### src/rtl/regfile_sb_if.sv
// Bus bundle for regfile_sb: read ports, issue, forwarding, write-back, flush
// and the sticky scoreboard error flag. The master drives the pipeline-side
// signals and the slave (the register file) returns operands and stalls.
interface regfile_sb_if #(
  parameter int DATA_W  = 32,
  parameter int ADDR_W  = 5,
  parameter int NUM_RD  = 2,
  parameter int NUM_FWD = 2
) ();
  logic [NUM_RD*ADDR_W-1:0]  rd_addr;
  logic [NUM_RD*DATA_W-1:0]  rd_data;
  logic [NUM_RD-1:0]         rd_stall;
  logic                      iss_valid;
  logic [ADDR_W-1:0]         iss_dst;
  logic [NUM_FWD-1:0]        fwd_valid;
  logic [NUM_FWD*ADDR_W-1:0] fwd_dst;
  logic [NUM_FWD*DATA_W-1:0] fwd_data;
  logic [NUM_FWD-1:0]        fwd_ready;
  logic                      wb_we;
  logic [ADDR_W-1:0]         wb_addr;
  logic [DATA_W-1:0]         wb_data;
  logic                      flush;
  logic                      sb_err;

  modport master (
    output rd_addr, iss_valid, iss_dst, fwd_valid, fwd_dst, fwd_data,
           fwd_ready, wb_we, wb_addr, wb_data, flush,
    input  rd_data, rd_stall, sb_err
  );

  modport slave (
    input  rd_addr, iss_valid, iss_dst, fwd_valid, fwd_dst, fwd_data,
           fwd_ready, wb_we, wb_addr, wb_data, flush,
    output rd_data, rd_stall, sb_err
  );
endinterface

### src/rtl/regfile_sb.sv
// GPR file with forwarding, multiple read ports and a pending-writer
// scoreboard. Operands resolve combinationally (youngest forwarding stage,
// then same-cycle write-back, then pending-writer stall, then the array).
// Optional feature macro: RF_ZERO_REG_EN -- register 0 reads as 0 and
// ignores writes, issues and write-backs.
module regfile_sb #(
  parameter int DATA_W  = 32,
  parameter int ADDR_W  = 5,
  parameter int NUM_RD  = 2,
  parameter int NUM_FWD = 2,
  parameter int CNT_W   = 2
) (
  input logic         clk,
  input logic         rst,
  regfile_sb_if.slave bus
);
  localparam int DEPTH = 2 ** ADDR_W;

`ifdef RF_ZERO_REG_EN
  localparam bit ZERO_REG = 1'b1;
`else
  localparam bit ZERO_REG = 1'b0;
`endif

  logic [DATA_W-1:0]        regs     [DEPTH];
  logic [CNT_W-1:0]         pend     [DEPTH];
  logic [CNT_W-1:0]         pend_nxt [DEPTH];
  logic [ADDR_W-1:0]        ra       [NUM_RD];
  logic [DEPTH-1:0]         inc_v;
  logic [DEPTH-1:0]         dec_v;
  logic [NUM_RD*DATA_W-1:0] rd_data_c;
  logic [NUM_RD-1:0]        rd_stall_c;
  logic                     err_set;
  logic                     sb_err_q;
  logic                     wb_ok;
  logic                     iss_ok;

  // Register 0 traffic is dropped entirely when it is hardwired.
  assign wb_ok  = bus.wb_we && !(ZERO_REG && bus.wb_addr == '0);
  assign iss_ok = bus.iss_valid && !(ZERO_REG && bus.iss_dst == '0);

  // Operand resolution: lowest priority assigned first so later
  // assignments override; the forwarding loop runs oldest-to-youngest so
  // the youngest matching stage has the final say.
  always_comb begin
    rd_data_c  = '0;
    rd_stall_c = '0;
    for (int p = 0; p < NUM_RD; p++) begin
      ra[p] = bus.rd_addr[p*ADDR_W +: ADDR_W];
      rd_data_c[p*DATA_W +: DATA_W] = regs[ra[p]];
      if (pend[ra[p]] != '0) begin
        rd_data_c[p*DATA_W +: DATA_W] = '0;
        rd_stall_c[p] = 1'b1;
      end
      if (bus.wb_we && bus.wb_addr == ra[p]) begin
        rd_data_c[p*DATA_W +: DATA_W] = bus.wb_data;
        rd_stall_c[p] = 1'b0;
      end
      for (int i = NUM_FWD - 1; i >= 0; i--) begin
        if (bus.fwd_valid[i] && bus.fwd_dst[i*ADDR_W +: ADDR_W] == ra[p]) begin
          rd_data_c[p*DATA_W +: DATA_W] =
            bus.fwd_ready[i] ? bus.fwd_data[i*DATA_W +: DATA_W] : '0;
          rd_stall_c[p] = !bus.fwd_ready[i];
        end
      end
      if (ZERO_REG && ra[p] == '0) begin
        rd_data_c[p*DATA_W +: DATA_W] = '0;
        rd_stall_c[p] = 1'b0;
      end
    end
  end

  assign bus.rd_data  = rd_data_c;
  assign bus.rd_stall = rd_stall_c;
  assign bus.sb_err   = sb_err_q;

  // Scoreboard next state: saturating up/down per register, flush wins.
  always_comb begin
    err_set = 1'b0;
    inc_v   = '0;
    dec_v   = '0;
    for (int r = 0; r < DEPTH; r++) begin
      inc_v[r]    = iss_ok && bus.iss_dst == ADDR_W'(r);
      dec_v[r]    = wb_ok && bus.wb_addr == ADDR_W'(r);
      pend_nxt[r] = pend[r];
      if (bus.flush) begin
        pend_nxt[r] = '0;
      end else if (inc_v[r] && !dec_v[r]) begin
        if (&pend[r]) err_set = 1'b1;
        else          pend_nxt[r] = pend[r] + CNT_W'(1);
      end else if (dec_v[r] && !inc_v[r]) begin
        if (pend[r] == '0) err_set = 1'b1;
        else               pend_nxt[r] = pend[r] - CNT_W'(1);
      end
    end
  end

  // Register array write-back.
  always_ff @(posedge clk or posedge rst) begin
    if (rst) begin
      for (int r = 0; r < DEPTH; r++) regs[r] <= '0;
    end else if (wb_ok) begin
      regs[bus.wb_addr] <= bus.wb_data;
    end
  end

  // Pending-writer counters and sticky error flag.
  always_ff @(posedge clk or posedge rst) begin
    if (rst) begin
      for (int r = 0; r < DEPTH; r++) pend[r] <= '0;
      sb_err_q <= 1'b0;
    end else begin
      for (int r = 0; r < DEPTH; r++) pend[r] <= pend_nxt[r];
      sb_err_q <= sb_err_q | err_set;
    end
  end
endmodule

### src/flat_wrapper.sv
// flat-port wrapper written by rule: the top's interface ports become plain ports
module regfile_sb_flat 
#(
  parameter int DATA_W  = 32,
  parameter int ADDR_W  = 5,
  parameter int NUM_RD  = 2,
  parameter int NUM_FWD = 2,
  parameter int CNT_W   = 2
)
  (clk, rst, bus_rd_addr, bus_iss_valid, bus_iss_dst, bus_fwd_valid, bus_fwd_dst, bus_fwd_data, bus_fwd_ready, bus_wb_we, bus_wb_addr, bus_wb_data, bus_flush, bus_rd_data, bus_rd_stall, bus_sb_err);
  regfile_sb_if #(.DATA_W(DATA_W), .ADDR_W(ADDR_W), .NUM_RD(NUM_RD), .NUM_FWD(NUM_FWD)) bus_i ();
  input logic clk;
  input logic rst;
  input wire logic [$bits(bus_i.rd_addr)-1:0] bus_rd_addr;
  input wire logic [$bits(bus_i.iss_valid)-1:0] bus_iss_valid;
  input wire logic [$bits(bus_i.iss_dst)-1:0] bus_iss_dst;
  input wire logic [$bits(bus_i.fwd_valid)-1:0] bus_fwd_valid;
  input wire logic [$bits(bus_i.fwd_dst)-1:0] bus_fwd_dst;
  input wire logic [$bits(bus_i.fwd_data)-1:0] bus_fwd_data;
  input wire logic [$bits(bus_i.fwd_ready)-1:0] bus_fwd_ready;
  input wire logic [$bits(bus_i.wb_we)-1:0] bus_wb_we;
  input wire logic [$bits(bus_i.wb_addr)-1:0] bus_wb_addr;
  input wire logic [$bits(bus_i.wb_data)-1:0] bus_wb_data;
  input wire logic [$bits(bus_i.flush)-1:0] bus_flush;
  output wire logic [$bits(bus_i.rd_data)-1:0] bus_rd_data;
  output wire logic [$bits(bus_i.rd_stall)-1:0] bus_rd_stall;
  output wire logic [$bits(bus_i.sb_err)-1:0] bus_sb_err;
  assign bus_i.rd_addr = bus_rd_addr;
  assign bus_i.iss_valid = bus_iss_valid;
  assign bus_i.iss_dst = bus_iss_dst;
  assign bus_i.fwd_valid = bus_fwd_valid;
  assign bus_i.fwd_dst = bus_fwd_dst;
  assign bus_i.fwd_data = bus_fwd_data;
  assign bus_i.fwd_ready = bus_fwd_ready;
  assign bus_i.wb_we = bus_wb_we;
  assign bus_i.wb_addr = bus_wb_addr;
  assign bus_i.wb_data = bus_wb_data;
  assign bus_i.flush = bus_flush;
  assign bus_rd_data = bus_i.rd_data;
  assign bus_rd_stall = bus_i.rd_stall;
  assign bus_sb_err = bus_i.sb_err;
  regfile_sb #(.DATA_W(DATA_W), .ADDR_W(ADDR_W), .NUM_RD(NUM_RD), .NUM_FWD(NUM_FWD), .CNT_W(CNT_W)) u_core (.clk(clk), .rst(rst), .bus(bus_i));
endmodule
### config.mk
export PLATFORM = sky130hd
export DESIGN_NAME = regfile_sb_flat
export DESIGN_NICKNAME = d
export VERILOG_FILES = /design/src/rtl/regfile_sb_if.sv /design/src/rtl/regfile_sb.sv /design/src/flat_wrapper.sv
export SDC_FILE = /design/constraint.sdc
export NUM_CORES = 2
export LEC_CHECK = 0
export ABC_CLOCK_PERIOD_IN_PS = 87000
export CAP_MARGIN = 10
export CELL_PAD_IN_SITES_DETAIL_PLACEMENT = 0
export CELL_PAD_IN_SITES_GLOBAL_PLACEMENT = 2
export CORE_MARGIN = 2
export CORE_UTILIZATION = 48
export CTS_CLUSTER_DIAMETER = 100
export CTS_CLUSTER_SIZE = 8
export DETAILED_ROUTE_END_ITERATION = 8
export PLACE_DENSITY = 0.87
export SETUP_SLACK_MARGIN = 0.3
export SLEW_MARGIN = 20
export SYNTH_ARGS = -nofsm -noshare
export SYNTH_HDL_FRONTEND = slang
export SYNTH_SLANG_ARGS = --single-unit
### constraint.sdc
create_clock -name clk -period 87 [get_ports clk]
set_clock_uncertainty 0.2 [all_clocks]
set_input_delay 17.4 -clock clk [delete_from_list [all_inputs] [get_ports clk]]
set_output_delay 17.4 -clock clk [all_outputs]
set_load 0.02 [all_outputs]
### Word level (Yosys, flattened, before mapping)

Cells that the tools add are included.

* add/sub/neg operators: 64
* magnitude comparators: 4
* equal/unequal tests: 132
* mux-type cells: 353
* bitwise gates (word level): 4
* reductions and logical operators: 333

Operators with widths (count)
* 1024-bit bitwise mux: 1
* 32-bit 2-to-1 mux: 15
* 2-bit 2-to-1 mux: 164
* 32-bit binary-select mux with 5-bit select: 2
* 1-bit 2-to-1 mux: 168
* 32-bit demux with 5-bit select: 1
* 5-bit == test (second input constant): 32
* 1-bit logical AND: 135
* 3-bit by 2-bit inequality test with 1-bit output (second input constant): 32
* 3-bit inequality test (second input constant): 32
* 3-bit AND reduction: 32
* 3-bit nonzero test: 32
* 5-bit by 4-bit == test with 1-bit output (second input constant): 16
* 1-bit zero test: 66
* 2-bit by 1-bit adder with 2-bit output (second input constant): 32
* 2-bit zero test: 32
* 2-bit AND reduction: 32
* 2-bit by 1-bit subtractor with 2-bit output (second input constant): 32
* 5-bit by 3-bit == test with 1-bit output (second input constant): 8
* 5-bit == test: 6
* 2-bit binary-select mux with 5-bit select: 2
* 5-bit by 2-bit == test with 1-bit output (second input constant): 4
* 6-bit >= comparator (second input constant): 3
* 5-bit inverter with 6-bit output: 3
* 5 further kinds: 8

* flip-flop bits (word level): 1089
* bits of input ports: 135
* output and inout port bits: 67
* word-level logic and storage cells: 955

### Longest topological paths before layout

* depth in word-level cells: 132
* depth in mapped cells: 11
* gate-level depth less buffers: 7

### Worst setup path before layout

No wires, ideal clock.

* kind: input -> output
* start: input port bus_rd_addr[6]
* end: output port bus_rd_data[62]
* arrival time: 19.393 ns
* data required time: 69.400 ns
* path slack: 50.007 ns
* stages on the path: 8
* buffers on the path: 2
* cell sequence: buf_2 -> buf_2 -> a21oi_1 -> mux4_2 -> o32ai_1 -> a311o_2 -> nand3_1 -> a221oi_1

* cells in the longest elaborated chain, start to end: 9
* elaborated cells on any way between the ends: 18
* classes of those cells: eq/ne: 3; mux: 10; bitwise: 1; reduce/logical: 4

RTL lines
* start: declaration: RTL line flat_wrapper.sv:14 `input wire logic [$bits(bus_i.rd_addr)-1:0] bus_rd_addr;`
* 5-bit inverter with 6-bit output (not written as such): RTL line regfile_sb.sv:50, regfile_sb.sv:51
* 2-bit binary-select mux with 5-bit select: RTL line regfile_sb.sv:51 `if (pend[ra[p]] != '0) begin`
* 2-bit 2-to-1 mux (not written as such) (2 in a row): RTL line regfile_sb.sv:51
* 2-bit nonzero test: RTL line regfile_sb.sv:51
* 32-bit 2-to-1 mux: RTL line regfile_sb.sv:51
* 32-bit 2-to-1 mux: RTL line regfile_sb.sv:55 `if (bus.wb_we && bus.wb_addr == ra[p]) begin`
* 32-bit 2-to-1 mux: RTL line regfile_sb.sv:60 `if (bus.fwd_valid[i] && bus.fwd_dst[i*ADDR_W +: ADDR_W] == ra[p]) begin`
* 32-bit 2-to-1 mux (*): RTL line regfile_sb.sv:60
* end: declaration: RTL line flat_wrapper.sv:25 `output wire logic [$bits(bus_i.rd_data)-1:0] bus_rd_data;`

Mark *: on every way between the ends. The rest lies on a longest branch, timed or not. The select of a mux whose other input is x is not followed.

### Worst setup path after layout

* start: input port bus_rd_addr[6]
* end: output port bus_rd_data[33]

Same word-level chain as after synthesis.

==> results.cfg <==
[floorplan]
die_height_um = 362.2
fp-row-count = 131
core_mm2 = 0.1275
ioPinCount = 202
dieArea_mm2 = 0.1312
start_util_pct = 48.29
dieWidth_um = 362.2

[sta]
rsz0062_at_grt = false
slew_headroom_pct = 22.71
slew_violations = 0
tightest_slew_ns = 1.159
fmaxAchievable_mhz = 25.11
setup_viol = 0
period_needed_ns = 39.83
tns_ns = 0
hold_viol = 0
post-route-period-util_pct = 45.78

[final_layout]
postLayoutCellArea_mm2 = 0.06892
fillCellCount = 10429
area_growth_pct = 11.91
final_cell_mix = 1089 x dfrtp_1, 991 x mux2_2, 677 x nand2_1
stdcell_count = 6424
drive_above_1_share_pct = 41.06
layout_commonest_cell = dfrtp_1
fin_nets = 4884
multiInputGateArea_mm2 = 0.03258
final-seq-area_mm2 = 0.02725

[hold_path]
hold_end = u_core.regs[721]
hold_start = u_core.regs[721]
holdPathStages = 2
holdCritPathClass = reg2reg

[place]
dp_cells = 6254
portBuffers = 201
placed_area_mm2 = 0.06491
dpl.hpwl_um = 113900
place_congestion = 0.8709

[critical_path]
crit_required_ns = 69.40
crit_type = in2out
cp_max_fo = 106
slowest_delay_ns = 0.83
rr_startpoint = u_core.pend[53]
start_kind = input pin
cp.depth = 11
crit_path_top_delay_cell = buf_4
critPathMostFrequentCell = buf_4
path_cells = buf_8, buf_4, xnor2_1, nand3_2, buf_4, nand2_2, buf_4, nor2_4, buf_4, a21oi_1, clkdlybuf4s50_1
rrSetupSlack_ns = 84.64
r2r-end = u_core.bus.sb_err
crit_start = bus_rd_addr[6]
end_kind = primary output
worstPathBufferInverterCount = 6
cp_top_family = buffers and inverters
ff2ff_path_depth = 6
cp.arrival_ns = 22.22

[cts]
cts_hold_buffers = 0
clock-root-buffer = clkbuf_16
clock_latency_ns = 0.77
cts_resized = 0
cts_tree = yes
htree_levels = 4
post_cts_buffers = 0
clock_path_buffers = 3
cts_made_buffers = 154
clock-sinks = 1089
clk_pin_slew_ns = 0.05

[synthesis]
yosysSeqAreaShare_pct = 44.25
syn-num-nets = 4872
async_flop_share_pct = 100.0
yosys_warnings = 0
synth_cells = 4737
avgSynthCellArea_um2 = 13.00
synth_ff_type = dfrtp_1
synth_edf_count = 0
ys_types = 67
syn_area_mm2 = 0.06158
ys_seq_elements = 1089

[detailed_routing]
vias_per_cell = 6.856
wl_per_cell_um = 32.85
via_count = 44045
dr.pass1.iters = 8
drcViolationCount = 0
drt-total-wl_um = 211000
ant_nets = 0
drtIter0Drc = 5481

[global_route]
grt_pass1_wl_um = 307300
gr-total-overflow = 0
antenna_found_initial = 5
grt_max_degree = 166
grt_pass1_vias = 43673
track_usage_pct = 32.29

[power_and_ir_drop]
peakVddDrop_mv = 0.02243
power.density_mw_per_mm2 = 22.40
leakagePower_nw = 29.30

[outcome]
status = finished clean

[job]
drv_cap = 0
-- cell type report --
class	instances	area share, %
Multi-Input combinational cell	3173	47.28
Sequential cell	1089	39.54
Clock buffer	158	5.706
Timing Repair Buffer	318	4.223
Tap cell	1662	3.017
Clock inverter	10	0.1434
Inverter	13	0.08896
Antenna cell	1	0.003631
-- tightest hold or removal path, stage by stage, from the launching register on --
cell and delay, ns:
dfrtp_1 0.35, nand2_1 0.05, nand2_1 0.06
-- logic make-up (layout without fill, tap and decap cells) --
kind of cell | after synthesis | count (layout) | share of synthesized area (%)
mux | 1612 | 1612 | 40.12
flops | 1089 | 1089 | 44.25
other cells | 0 | 1 | 0
xor+xnor | 30 | 30 | 0.4267
compound gates | 502 | 502 | 4.823
buf+inv | 475 | 499 | 3.304
simple gates | 1029 | 1029 | 7.073
-- how the worst max path moves through the flow --
stage | endpoint | slack, ns
CTS | bus_rd_data[1] | 47.10
global placement | bus_rd_data[1] | 47.12
finish | bus_rd_data[33] | 47.18
floorplan | u_core.bus.sb_err | 38.74
global route | bus_rd_data[61] | 46.83
detailed placement | bus_rd_data[1] | 47.11
-- where the power goes --
group / leakage (nW) / total, W / internal (W) / switching, W
clock: 1.99 / 0.000537 / 0.000316 / 0.000221
combinational: 13.3 / 0.000337 / 0.000199 / 0.000139
sequential: 14.0 / 0.000670 / 0.000601 / 0.0000688
total: 29.3 / 0.00154 / 0.00112 / 0.000428
-- through the flow --
stage | setup WS, ns | hold WS, ns | total power [W] | utilization [%]
2_1_floorplan | 38.74 | 0.2576 | 0.0009094 | -
3_3_place_gp | 47.12 | 0.2735 | 0.0009974 | 50.89
3_5_place_dp | 47.11 | 0.2817 | 0.001010 | 50.90
4_1_cts | 47.10 | 0.2961 | 0.001547 | 54.06
5_1_grt | 46.83 | 0.3165 | 0.001603 | 54.04
6_report | 47.18 | 0.2948 | 0.001544 | 54.05
-- synth_stat cells, drive strengths merged (4+ instances only) --
| cell type | n | area share, % |
|---|---|---|
| nand2 | 692 | 4.2 |
| o22ai | 97 | 0.99 |
| dfrtp | 1089 | 44 |
| and2 | 17 | 0.17 |
| a211oi | 6 | 0.073 |
| inv | 13 | 0.079 |
| a31oi | 25 | 0.25 |
| xnor2 | 6 | 0.085 |
| o31ai | 31 | 0.38 |
| a311oi | 5 | 0.081 |
| a32oi | 6 | 0.085 |
| nand4 | 9 | 0.10 |
| and4bb | 4 | 0.081 |
| mux2 | 991 | 18 |
| nor3 | 26 | 0.21 |
| nand3 | 34 | 0.28 |
| clkbuf | 274 | 1.7 |
| or2 | 11 | 0.11 |
| nand2b | 17 | 0.17 |
| buf | 188 | 1.6 |
| o32ai | 6 | 0.085 |
| nor2 | 162 | 1.0 |
| and3 | 7 | 0.071 |
| nor2b | 6 | 0.061 |
| o211ai | 15 | 0.19 |
| a21oi | 205 | 1.7 |
| nand4b | 5 | 0.071 |
| or3 | 11 | 0.11 |
| mux4 | 586 | 21 |
| a21o | 6 | 0.073 |
| nor4 | 11 | 0.11 |
| xor2 | 24 | 0.34 |
| o21ai | 76 | 0.62 |
| mux2i | 35 | 0.57 |
-- metal layers --
metal | up-vias | share of wire [%] | track usage [%]
met4 | 2 | 4.0 | 12.46
met2 | 2298 | 46 | 49.73
met3 | 500 | 9.5 | 7.406
met5 | - | 0.057 | 0.6659
met1 | 23511 | 40 | 44.68
li1 | 17734 | - | -
-- flip-flops by register name, summed over array words and instances (netlist names) --
register and flops:
u_core.regs 1024, u_core.pend 64, u_core.bus.sb_err 1
No activity file was read; power rests on OpenSTA's default activity.
